--- config.mk ---
export PLATFORM = sky130hd
export DESIGN_NAME = pool_max
export DESIGN_NICKNAME = d
export VERILOG_FILES = /design/src/rtl/pool_max.sv
export SDC_FILE = /design/constraint.sdc
export NUM_CORES = 1
export LEC_CHECK = 0
export BUFFER_PORTS_ARGS = -buffer_cell sky130_fd_sc_hd__buf_2
export CORE_ASPECT_RATIO = 0.7
export CORE_UTILIZATION = 50
export CTS_CLUSTER_SIZE = 16
export DETAILED_ROUTE_END_ITERATION = 10
export PLACE_DENSITY = 0.73
export SYNTH_ARGS = -nofsm -noshare
export SYNTH_HDL_FRONTEND = slang
export SYNTH_SLANG_ARGS = --single-unit
--- constraint.sdc ---
create_clock -name clk -period 3.1 [get_ports clk]
set_clock_uncertainty 0.05 [all_clocks]
set_input_delay 0.155 -clock clk [delete_from_list [all_inputs] [get_ports clk]]
set_output_delay 0.155 -clock clk [all_outputs]
set_load 0.01 [all_outputs]
--- src/rtl/pool_max.sv ---
// Streaming signed max-pool: groups accepted samples into windows of a run-time
// length and emits the signed maximum of each window over a valid/ready handshake.
module pool_max #(
  parameter int unsigned NUM_WIDTH = 16,
  parameter int unsigned CNT_WIDTH = 4
) (
  input  logic                 clk,
  input  logic                 rst_n,
  input  logic                 bypass,
  input  logic [CNT_WIDTH-1:0] cfg_size,
  input  logic                 up_valid,
  output logic                 up_ready,
  input  logic [NUM_WIDTH-1:0] up_data,
  output logic                 dn_valid,
  input  logic                 dn_ready,
  output logic [NUM_WIDTH-1:0] dn_data
);

  logic [CNT_WIDTH-1:0] r_cnt;
  logic [CNT_WIDTH-1:0] r_sz;
  logic [NUM_WIDTH-1:0] r_acc;
  logic                 r_dn_valid;
  logic [NUM_WIDTH-1:0] r_dn_data;

  logic [CNT_WIDTH-1:0] w_len;
  logic [CNT_WIDTH-1:0] w_sz;
  logic [CNT_WIDTH-1:0] w_cnt_inc;
  logic [NUM_WIDTH-1:0] w_max;
  logic                 w_first;
  logic                 w_final;
  logic                 w_accept;

  // Single output slot: a new beat is taken only if the slot is empty or draining.
  assign up_ready = !r_dn_valid || dn_ready;
  assign w_accept = up_valid && up_ready;
  assign dn_valid = r_dn_valid;
  assign dn_data  = r_dn_data;

  // Window length is only sampled on the first beat; later beats use the latched copy.
  always_comb begin
    w_first   = (r_cnt == '0);
    w_len     = (bypass || (cfg_size <= CNT_WIDTH'(1))) ? CNT_WIDTH'(1) : cfg_size;
    w_sz      = w_first ? w_len : r_sz;
    w_cnt_inc = r_cnt + CNT_WIDTH'(1);
    w_final   = (w_cnt_inc == w_sz);
    w_max     = up_data;
    if (!w_first && ($signed(r_acc) >= $signed(up_data))) begin
      w_max = r_acc;
    end
  end

  // Window counter, latched length and running maximum.
  always_ff @(posedge clk or negedge rst_n) begin
    if (!rst_n) begin
      r_cnt <= '0;
      r_sz  <= CNT_WIDTH'(1);
      r_acc <= '0;
    end else if (w_accept) begin
      r_acc <= w_max;
      if (w_first) begin
        r_sz <= w_len;
      end
      if (w_final) begin
        r_cnt <= '0;
      end else begin
        r_cnt <= w_cnt_inc;
      end
    end
  end

  // Output slot: reload on a final beat, otherwise clear valid when drained.
  always_ff @(posedge clk or negedge rst_n) begin
    if (!rst_n) begin
      r_dn_valid <= 1'b0;
      r_dn_data  <= '0;
    end else if (w_accept && w_final) begin
      r_dn_valid <= 1'b1;
      r_dn_data  <= w_max;
    end else if (dn_ready) begin
      r_dn_valid <= 1'b0;
    end
  end

endmodule

# Yosys cells after proc, flatten, opt, wreduce, memory -nomap -nowiden
# Cells that the tools add are included.
# W data, S select, Z words.
[word_totals] regBits=41 in_bits=25 output_inout_bits=18 word_cells=24
[op_classes] addsub=1 order_cmp=2 n_eq_ne=1 mux=6 n_reduce_logical=9
[ops] op="$ge A16 B16 Y1" n=1
[ops] op="$mux W16" n=1
[ops] op="$mux W4" n=3
[ops] op="$add A4 B1 Y4 const B" n=1
[ops] op="$eq A4 B4 Y1" n=1
[ops] op="$le A4 B1 Y1 const B" n=1
[ops] op="$logic_not A4 Y1" n=1
[ops] op="$logic_and A1 B1 Y1" n=3
[ops] op="$logic_not A1 Y1" n=2
[ops] op="$logic_or A1 B1 Y1" n=2
[ops] op="$mux W1" n=2
[ops] op="$reduce_bool A2 Y1" n=1

# Depth between registers and ports, before layout
# Gate-level depths: netlist of run 1.
[depth] ltp_word=7 mapped_depth=10 depth_no_buf=8

# Worst setup path before layout of run 1
# No wires, ideal clock.
[synth_timing] path_kind="register to register" start="register r_acc[15]" end="register r_acc[10]" setup_ps=125 t_arrival_ps=2311 t_required_ps=2925 setup_slack_ps=613 stages_incl_launch_ff=9 path_buffers=1 synth_period_minus_slack_ps=2487 cell_sequence="dfrtp_1 ha_1 nand4_1 o21bai_1 a211oi_2 nand4_2 a31oi_4 buf_12 mux2_4"
[synth_via] elab_chain_len=3
[synth_lines] element="from (decl)" line_no="21" rtl="logic [NUM_WIDTH-1:0] r_acc;"
[synth_lines] element="from (signal assigned)" line_no="59" rtl="r_acc <= w_max;"
[synth_lines] element="$ge A16 B16 Y1" line_no="47" rtl="if (!w_first && ($signed(r_acc) >= $signed(up_data))) begin"
[synth_lines] element="$logic_and A1 B1 Y1" line_no="47"
[synth_lines] element="$mux W16" line_no="47"
# Every way passes these cells.
# A chain may end at the register's enable or synchronous reset.

# Worst setup path after layout of run 1
[layout_timing] start="register r_acc[15]" end="register r_acc[0]"
# Same word-level chain as after synthesis.

==> results of run 1 <==
[flip-flops by register name, indices dropped and copies added (netlist names)]
name / count
r_cnt: 4
r_sz: 4
dn_data: 16
r_acc: 16
dn_valid: 1
[worst max-delay path by stage]
stage | startpoint | endpoint | slack, ns | cells past startpoint
global placement | r_acc[15] | r_acc[3] | 0.41 | 8
detailed placement | r_acc[15] | r_acc[0] | 0.40 | 8
finish | r_acc[15] | r_acc[0] | 0.38 | 8
floorplan | r_acc[15] | r_acc[10] | 0.61 | 8
CTS | r_acc[15] | r_acc[0] | 0.38 | 8
global route | r_cnt[0] | dn_data[12] | 0.21 | 9
[cell usage in the layout (no fill, tap or decap), types with 2 or more instances in the layout]
cell,netlist,layout
nand3_1,2,2
a31oi_1,16,16
and3_1,2,2
clkbuf_8,0,6
nor4_1,2,2
dfrtp_1,40,40
mux2_4,10,10
nand2_1,12,12
clkbuf_1,5,2
a21oi_1,8,8
buf_4,1,8
ha_1,18,18
a21o_1,3,3
nor3_1,5,5
mux2_2,6,6
xor2_1,3,3
nand2b_1,6,6
nor2_1,17,17
nor2b_1,2,2
buf_2,3,42
inv_1,21,21
o21ai_0,7,7
o31ai_1,16,16
mux2i_1,2,2
nand4_1,20,20
[cell families (layout without fill, tap and decap cells)]
| logic type | count (synthesis) | in the layout | synth area share (%) |
|---|---|---|---|
| flip-flops | 41 | 41 | 39.5 |
| AND/OR/NAND/NOR | 78 | 78 | 18.0 |
| adder cells (fa/ha/maj) | 18 | 18 | 8.66 |
| buffers and inverters | 35 | 81 | 7.12 |
| AO/OA/AOI/OAI | 58 | 58 | 16.2 |
| multiplexers | 18 | 18 | 9.14 |
| XOR/XNOR | 4 | 4 | 1.35 |
[metal layers]
layer	wire [um]	vias up	GRT usage, %
li1	-	1024	-
met1	3070	945	37.3
met2	2230	59	30.0
met3	285	8	4.39
met4	51	0	5.44
met5	0	-	0
[synthesized netlist by cell type (2+ instances only)]
master     n  area share, %
mux2_4    10            5.8
mux2_2     6            2.6
clkbuf_1   5           0.72
a21oi_1    8            1.5
buf_6      4            1.7
nand4_1   20            4.8
o21ai_0    7            1.3
a31oi_1   16            3.9
a21o_1     3           0.87
nand2_1   12            1.7
nand2b_1   6            1.4
buf_2      3           0.58
nor2b_1    2           0.48
dfrtp_1   40             38
nor2_1    17            2.5
ha_1      18            8.7
xor2_1     3            1.0
and3_1     2           0.48
inv_1     21            3.0
mux2i_1    2           0.77
o31ai_1   16            4.6
nor4_1     2           0.48
nor3_1     5           0.96
nand3_1    2           0.39
[worst max-delay path, stage by stage (launching register included)]
cell	delay (ns)
dfrtp_1	0.40
ha_1	0.32
nand4_1	0.23
o21bai_1	0.13
a211oi_2	0.32
nand4_2	0.20
a31oi_4	0.40
buf_12	0.21
mux2_2	0.34
[report_power, final]
group / internal [W] / switching [W]
clock: 0.000182 / 0.000178
sequential: 0.000814 / 0.000196
combinational: 0.000856 / 0.00103
[area by class of cell]
type,count,area share (%)
multi-input cells,176,46.7
flip-flops and latches,41,34.6
repair buffers,52,10.1
clock buffers,8,3.03
well taps,69,2.91
inverters,21,2.65
[through the flow]
step | cells | hold WS, ns | area [um^2] | total power, W
after CTS | 367 | 0.0685 | 2970 | 0.00326
after floorplan | 252 | -0.191 | 2600 | 0.00243
final | 367 | 0.0753 | 2970 | 0.00325
after global routing | 367 | 0.0680 | 2970 | 0.00352
after detailed placement | 358 | 0.294 | 2870 | 0.00288
after global placement | 358 | 0.292 | 2870 | 0.00284
[repair_timing]
| action | in CTS | in global routing |
|---|---|---|
| setup buffers | 0 | 0 |
| hold buffers | 1 | 0 |
| endpoints found under the hold margin | 40 | 0 |
==> qor.txt, run 1 <==
Leakage power - 1.40 nW
CTS max path bufs - 2
Nets - 340
Post_cts resized - 0
Worst EP required - 3.23 ns
Syn-to-layout area delta - 14.2%
CTS tree - done
Yosys reg bits - 41
VDD IR-drop max - 0.458 mV
Period utilisation layout - 87.6%
Post-DP HPWL - 4.07 mm
Power density over the cells - 1100 nW/um^2
Worst-path clk slew - 0.08 ns
R2R setup slack - 0.38 ns
Largest net degree at the start of global routing - 42
Remaining DRCs - 0
Vias in the first global route - 1897
Hold path startpoint - up_data[5]
Fillers - 429
Core Util, Final - 60.8%
DRT Pass-1 Iters - 5
# Max-Cap Violations - 0
CP Data Arrival Time - 2.85 ns
Post-DR wirelength/cell - 15.3 um
First-pass GRT wire length - 9.60 mm
Sequential cell area - 1030 um^2
CTS root buf - clkbuf_8
Crit-path max FO - 11
Ports - 43
Antenna violations before repair - 0
Die area - 5500 um^2
Worst R2R Path Depth - 8
Hold Path Sink - r_acc[5]
Rel. slew slack - 38.9%
Grt total ovfl - 0
Unique masters post-synth - 46
Placer Congestion - 0.864
Initial core utilization - 53.2%
Rows - 21
Die Wd - 88.2 um
Setup TNS - 0 ns
CTS Buf Count - 5
Layout cell share with drive strength beyond 1 - 27.5%
Via Count - 2036
Max Fclk - 368 MHz
Critical R2R Capture - r_acc[0]
Core ar. - 4890 um^2
Final setup margin - 0.384 ns
Die height - 62.3 um
Mean Syn Cell Area - 10.3 um^2
Routed vias/inst - 5.55
Fraction of the yosys area taken by sequential cells - 39.5%
Asr flop ratio synth - 100%
Sink Count - 41
Final ANT Viol Nets - 0
RSZ-0062 raised after global routing - no
Depth of the worst hold-timing path - 2
Setup WS pre-CTS - 0.400 ns
Main flop type after synthesis - dfrtp_1
Worst-Margin Slew - 0.917 ns
Mapped Nets - 295
Area of the multi-input gates - 1390 um^2
Slew Viols, Final - 0
Port bufs - 42
Antenna cells - 0
Status - finished clean
Synth warn - 0
Gr usage total - 22.7%
Final setup fails - 0
Number of synthesized flops with an enable pin - 0
Latest clock arrival within the worst-skew pair - 0.29 ns
Startpoint Class - flip-flop
CP Capture Type - flip-flop
DR iter-0 viols - 108
Final hold vios - 0
Routed wire length - 5.63 mm
H-tree depth - 2
Critical R2R Launch - r_acc[15]
Final min period - 2.72 ns
Mapped Area - 2600 um^2
Synth Instances - 252
HP Class - primary input to flip-flop
Critical path class - flip-flop to flip-flop
Note: power is estimated with default switching activity, not from simulation.
==> run 2, diff against run 1 <==
RECOVER_POWER = 25   (was not set)
==> run 2 against run 1 <==
  * The run now ends with max-capacitance violations, max-slew violations left
  * Combinational power barely moved
  * Cell count unchanged
  * Critical path depth is the same
  * Clock-buffer cell count unchanged
==> qor.txt, run 2 (same netlist as run 1, synthesis figures left out) <==
CTS Buf Count - 5 (unchanged)
Finished Layout Cells - 367 (unchanged)
Fillers - 437 (+1.9%)
Setup WS pre-CTS - 0.400 ns (unchanged)
Port bufs - 42 (unchanged)
Largest net degree at the start of global routing - 42 (unchanged)
Final hold vios - 0 (unchanged)
Critical R2R Launch - r_acc[7]
Dpl cells - 358 (unchanged)
Post-DP HPWL - 4.07 mm (unchanged)
CTS max path bufs - 2 (unchanged)
Initial core utilization - 53.2% (unchanged)
Post-DR wirelength/cell - 15.5 um (+0.75%)
Worst EP required - 3.24 ns (about the same)
VDD IR-drop max - 0.459 mV (+0.16%)
Routed vias/inst - 5.51 (-0.59%)
Area of the multi-input gates - 1390 um^2 (unchanged)
Worst-path clk slew - 0.07 ns (about the same)
Setup bufs post-CTS - 0 (unchanged)
Sink Count - 41 (unchanged)
CP Data Arrival Time - 2.85 ns (about the same)
# Max-Cap Violations - 1 (+1)
Failing checks - max-capacitance violations, max-slew violations
Vias in the first global route - 1897 (unchanged)
Worst-Margin Slew - 2.22 ns (+1.30 ns)
Leakage power - 1.35 nW (-3.5%)
Critical R2R Capture - r_acc[0]
Period utilisation layout - 87.5% (-0.094 points)
Most frequent cells in the layout - 40 x dfrtp_1, 23 x buf_2, 21 x inv_1, 21 x clkbuf_1, 20 x nand4_1
H-tree depth - 2 (unchanged)
Rows - 21 (unchanged)
Die Wd - 88.2 um (unchanged)
Post_cts resized - 0 (unchanged)
Commonest non-fill, non-tap cell in the layout - dfrtp_1
HP Class - primary input to flip-flop
Worst R2R Path Depth - 8 (unchanged)
Die height - 62.3 um (unchanged)
Remaining DRCs - 0 (unchanged)
Antenna violations before repair - 0 (unchanged)
Core ar. - 4890 um^2 (unchanged)
Max Fclk - 369 MHz (+0.11%)
Nets - 340 (unchanged)
Setup TNS - 0 ns (unchanged)
Final min period - 2.71 ns (-0.00291 ns)
Startpoint Class - flip-flop
Hold Path Sink - r_acc[5]
Slew Viols, Final - 42 (+42)
Final setup fails - 0 (unchanged)
Placer Congestion - 0.864 (unchanged)
Rel. slew slack - -47.7% (-87 points)
DRT Pass-1 Iters - 4 (-1)
Final ANT Viol Nets - 0 (unchanged)
CTS tree - done
Placed instance area - 2870 um^2 (unchanged)
First-pass GRT wire length - 9.60 mm (unchanged)
Depth of the worst hold-timing path - 2 (unchanged)
Grt total ovfl - 0 (unchanged)
Crit-path max FO - 11 (unchanged)
CP Capture Type - flip-flop
Antenna cells - 0 (unchanged)
Ports - 43 (unchanged)
Hold path startpoint - up_data[5]
Critical path class - flip-flop to flip-flop
Layout cell share with drive strength beyond 1 - 21.1% (-6.4 points)
Die area - 5500 um^2 (unchanged)
Power density over the cells - 1090 nW/um^2 (about the same)
R2R setup slack - 0.39 ns (about the same)
Via Count - 2024 (-0.59%)
Status - finished, violations left
Sequential cell area - 1030 um^2 (unchanged)
Routed wire length - 5.67 mm (+0.75%)
Final setup margin - 0.387 ns (+0.00291 ns)
DR iter-0 viols - 90 (-17%)
RSZ-0062 raised after global routing - no
Syn-to-layout area delta - 13.3%
Gr usage total - 22.7% (unchanged)
Cell area after layout - 2950 um^2 (-0.80%)
Latest clock arrival within the worst-skew pair - 0.30 ns (about the same)
CTS root buf - clkbuf_8
==> run 2: changes by cell type in the layout (fill, tap and decap cells not counted), sizes merged <==
cell | before | now
buf | 51 | 32
clkbuf | 8 | 27
==> run 2: layout make-up <==
cell class | instances | share of cell area (%)
clock buffer | 8 | 3.06
inverter | 21 | 2.68
multi-input combinational | 176 | 47.1
sequential | 41 | 34.9
tap | 69 | 2.93
timing repair buffer | 52 | 9.38
==> run 2: repair_timing <==
action / CTS / global route
hold endpoints to repair: 40 / 0
endpoints found under the setup margin: 0 / 0
hold buffers: 1 / 0
==> run 2: worst max path at each step <==
stage	startpoint	end
after global placement	r_acc[15]	r_acc[3]
final	r_acc[7]	r_acc[0]
after CTS	r_acc[15]	r_acc[0]
after global routing	rst_n	r_acc[12]
after floorplan	r_acc[15]	r_acc[10]
after detailed placement	r_acc[15]	r_acc[0]
==> run 2: metrics by stage <==
| stage | total power (W) | hold slack, ns | utilization [%] |
|---|---|---|---|
| global route | 0.00349 | 0.0680 | 60.3 |
| floorplan | 0.00243 | -0.191 | - |
| CTS | 0.00326 | 0.0685 | 60.8 |
| detailed placement | 0.00288 | 0.294 | 58.7 |
| global placement | 0.00284 | 0.292 | 58.7 |
| finish | 0.00323 | 0.0708 | 60.3 |
==> run 2: metal layers <==
| metal | vias to the layer above | GRT usage, % | wire [um] |
|---|---|---|---|
| met5 | - | 0 | 0 |
| met4 | 0 | 5.44 | 34 |
| met3 | 6 | 4.39 | 250 |
| met2 | 51 | 30.0 | 2240 |
| met1 | 942 | 37.3 | 3150 |
| li1 | 1025 | - | - |
==> run 2: report_power, final <==
part / total [W] / switching (W) / internal [W]
Clock: 0.000360 / 0.000178 / 0.000182
Sequential: 0.00102 / 0.000202 / 0.000814
Combinational: 0.00185 / 0.00102 / 0.000826
Total: 0.00323 / 0.00140 / 0.00182
==> run 2: critical path, stage by stage, from the launching register on <==
cell and delay, ns:
dfrtp_1 0.41, ha_1 0.32, nand4_1 0.18, o221ai_1 0.25
nand4_1 0.22, a21o_1 0.27, a31oi_4 0.35, buf_12 0.21
mux2_2 0.34
==> run 3, diff against run 2 <==
PLACE_DENSITY = not set   (was 0.73)
PLACE_DENSITY_LB_ADDON = 0.05   (was not set)
==> run 3 against run 2 <==
  * The run still ends with max-capacitance violations, max-slew violations left
  * Worst hold slack lost 0.0069 ns
  * Utilization grew 0.41 points
  * Cell area grew 0.68%
  * Global-route usage grew 2.0 points
  * Register-to-register slack lost 0.02 ns
  * Combinational power is essentially flat
  * Cell count grew 0.27%
  * Non-clock buffer count grew 1
  * Setup slack lost 0.022 ns
  * Total power grew 3.2%
  * Critical path type unchanged
  * Highest routed layer unchanged
==> qor.txt, run 3 (same netlist as run 1, synthesis figures left out) <==
Status - finished, violations left
First-pass GRT wire length - 10.2 mm (+6.3%)
Layout cell share with drive strength beyond 1 - 22.1% (+0.93 points)
Crit-path max FO - 33 (+22)
Max Fclk - 366 MHz (-0.82%)
Worst EP required - 3.28 ns (+0.04 ns)
Final ANT Viol Nets - 0 (unchanged)
Antenna cells - 0 (unchanged)
Post-DP HPWL - 4.46 mm (+9.5%)
CTS max path bufs - 2 (unchanged)
Worst-path clk slew - 0.09 ns (+0.02 ns)
Worst R2R Path Depth - 10 (+2)
Via Count - 2047 (+1.1%)
Placed instance area - 2870 um^2 (-0.17%)
Period utilisation layout - 88.2% (+0.73 points)
Critical path class - flip-flop to flip-flop
VDD IR-drop max - 0.609 mV (+33%)
CP Capture Type - flip-flop
Sink Count - 41 (unchanged)
Worst-Margin Slew - 2.23 ns (+0.0172 ns)
CTS root buf - clkbuf_8
Post_cts resized - 0 (unchanged)
DR iter-0 viols - 94 (+4.4%)
Port bufs - 42 (unchanged)
Initial core utilization - 53.2% (unchanged)
CTS tree - done
Depth of the worst hold-timing path - 2 (unchanged)
Gr usage total - 24.7% (+2.0 points)
Placer Congestion - 0.803 (-7.1%)
RSZ-0062 raised after global routing - no
Leakage power - 1.36 nW (+0.77%)
Final min period - 2.74 ns (+0.0225 ns)
CTS Buf Count - 5 (unchanged)
Slew Viols, Final - 42 (unchanged)
Core ar. - 4890 um^2 (unchanged)
Die Wd - 88.2 um (unchanged)
Cell area after layout - 2970 um^2 (+0.68%)
Ports - 43 (unchanged)
Largest net degree at the start of global routing - 42 (unchanged)
Power density over the cells - 1120 nW/um^2 (+2.6%)
H-tree depth - 2 (unchanged)
# Max-Cap Violations - 1 (unchanged)
Final setup fails - 0 (unchanged)
Die height - 62.3 um (unchanged)
Hold Slack - 0.0639 ns (-0.00688 ns)
Rows - 21 (unchanged)
Latest clock arrival within the worst-skew pair - 0.30 ns (about the same)
Startpoint Class - flip-flop
HP Class - primary input to flip-flop
Commonest non-fill, non-tap cell in the layout - dfrtp_1
Syn-to-layout area delta - 14.1%
Routed vias/inst - 5.56 (+0.86%)
Rel. slew slack - -48.9% (-1.1 points)
Setup bufs post-CTS - 0 (unchanged)
Antenna violations before repair - 0 (unchanged)
Die area - 5500 um^2 (unchanged)
Grt total ovfl - 0 (unchanged)
Most frequent cells in the layout - 40 x dfrtp_1, 23 x buf_2, 21 x inv_1, 20 x nand4_1, 19 x clkbuf_1
Setup TNS - 0 ns (unchanged)
Post-DR wirelength/cell - 16.7 um (+7.9%)
Routed wire length - 6.14 mm (+8.2%)
Failing checks - max-capacitance violations, max-slew violations
CP Data Arrival Time - 2.91 ns (+0.06 ns)
Vias in the first global route - 1995 (+5.2%)
DRT Pass-1 Iters - 4 (unchanged)
Final hold vios - 0 (unchanged)
Remaining DRCs - 0 (unchanged)
Hold-fix buffers at CTS - 1 (unchanged)
Nets - 341 (+0.29%)
## run 3: cell count changes in the layout (fill, tap and decap cells not counted)
| cell | previous run | this run |
|---|---|---|
| buf_12 | 1 | 0 |
| buf_4 | 8 | 10 |
| bufinv_16 | 0 | 1 |
| clkbuf_1 | 21 | 19 |
| clkbuf_8 | 6 | 5 |
| clkinv_4 | 0 | 1 |
| clkinvlp_4 | 0 | 1 |
## run 3: final timing paths
kind	from	endpoint	slack (ns)
min in group asynchronous	rst_n	dn_data[3]	0.99
hold / removal	up_data[5]	r_acc[5]	0.06
setup reg to reg	r_cnt[0]	dn_data[2]	0.36
setup / recovery	r_cnt[0]	dn_data[2]	0.36
hold reg to reg	r_sz[3]	r_sz[3]	0.45
max in group asynchronous	rst_n	r_acc[15]	0.73
## run 3: cell type report
cell class,instances,area (um^2)
fill,462,1920
multi-input combinational,176,1390
sequential,41,1030
timing repair buffer,53,272
tap,69,86.3
inverter,21,78.8
clock buffer,5,68.8
clock inverter,3,46.3
## run 3: where the power goes
part	switching (W)	internal, W
clock network	0.000210	0.000241
logic	0.00103	0.000821
registers	0.000211	0.000813
## run 3: metal layers
| layer | vias up | global-route usage (%) | share of wire, % |
|---|---|---|---|
| met5 | - | 0 | 0 |
| met4 | 0 | 6.05 | 0.83 |
| met3 | 5 | 4.52 | 4.2 |
| met2 | 45 | 35.3 | 41 |
| met1 | 975 | 38.4 | 54 |
| li1 | 1022 | - | - |
## run 3: worst max-delay path, stage by stage (launching register included)
cell     delay (ns)
dfrtp_1        0.41
inv_1          0.13
ha_1           0.24
or3b_1         0.24
buf_4          0.28
nor3_1         0.11
nor4_1         0.32
nor4b_4        0.25
buf_4          0.36
nor2_1         0.08
a31oi_1        0.16
## run 3: metrics by stage
stage	power [W]	setup slack (ns)	utilization [%]	instances
6_report	0.00333	0.365	60.7	368
5_1_grt	0.00360	0.176	60.7	368
4_1_cts	0.00336	0.410	61.2	368
3_5_place_dp	0.00290	0.484	58.6	359
3_3_place_gp	0.00287	0.532	58.6	359
2_1_floorplan	0.00243	0.613	-	252
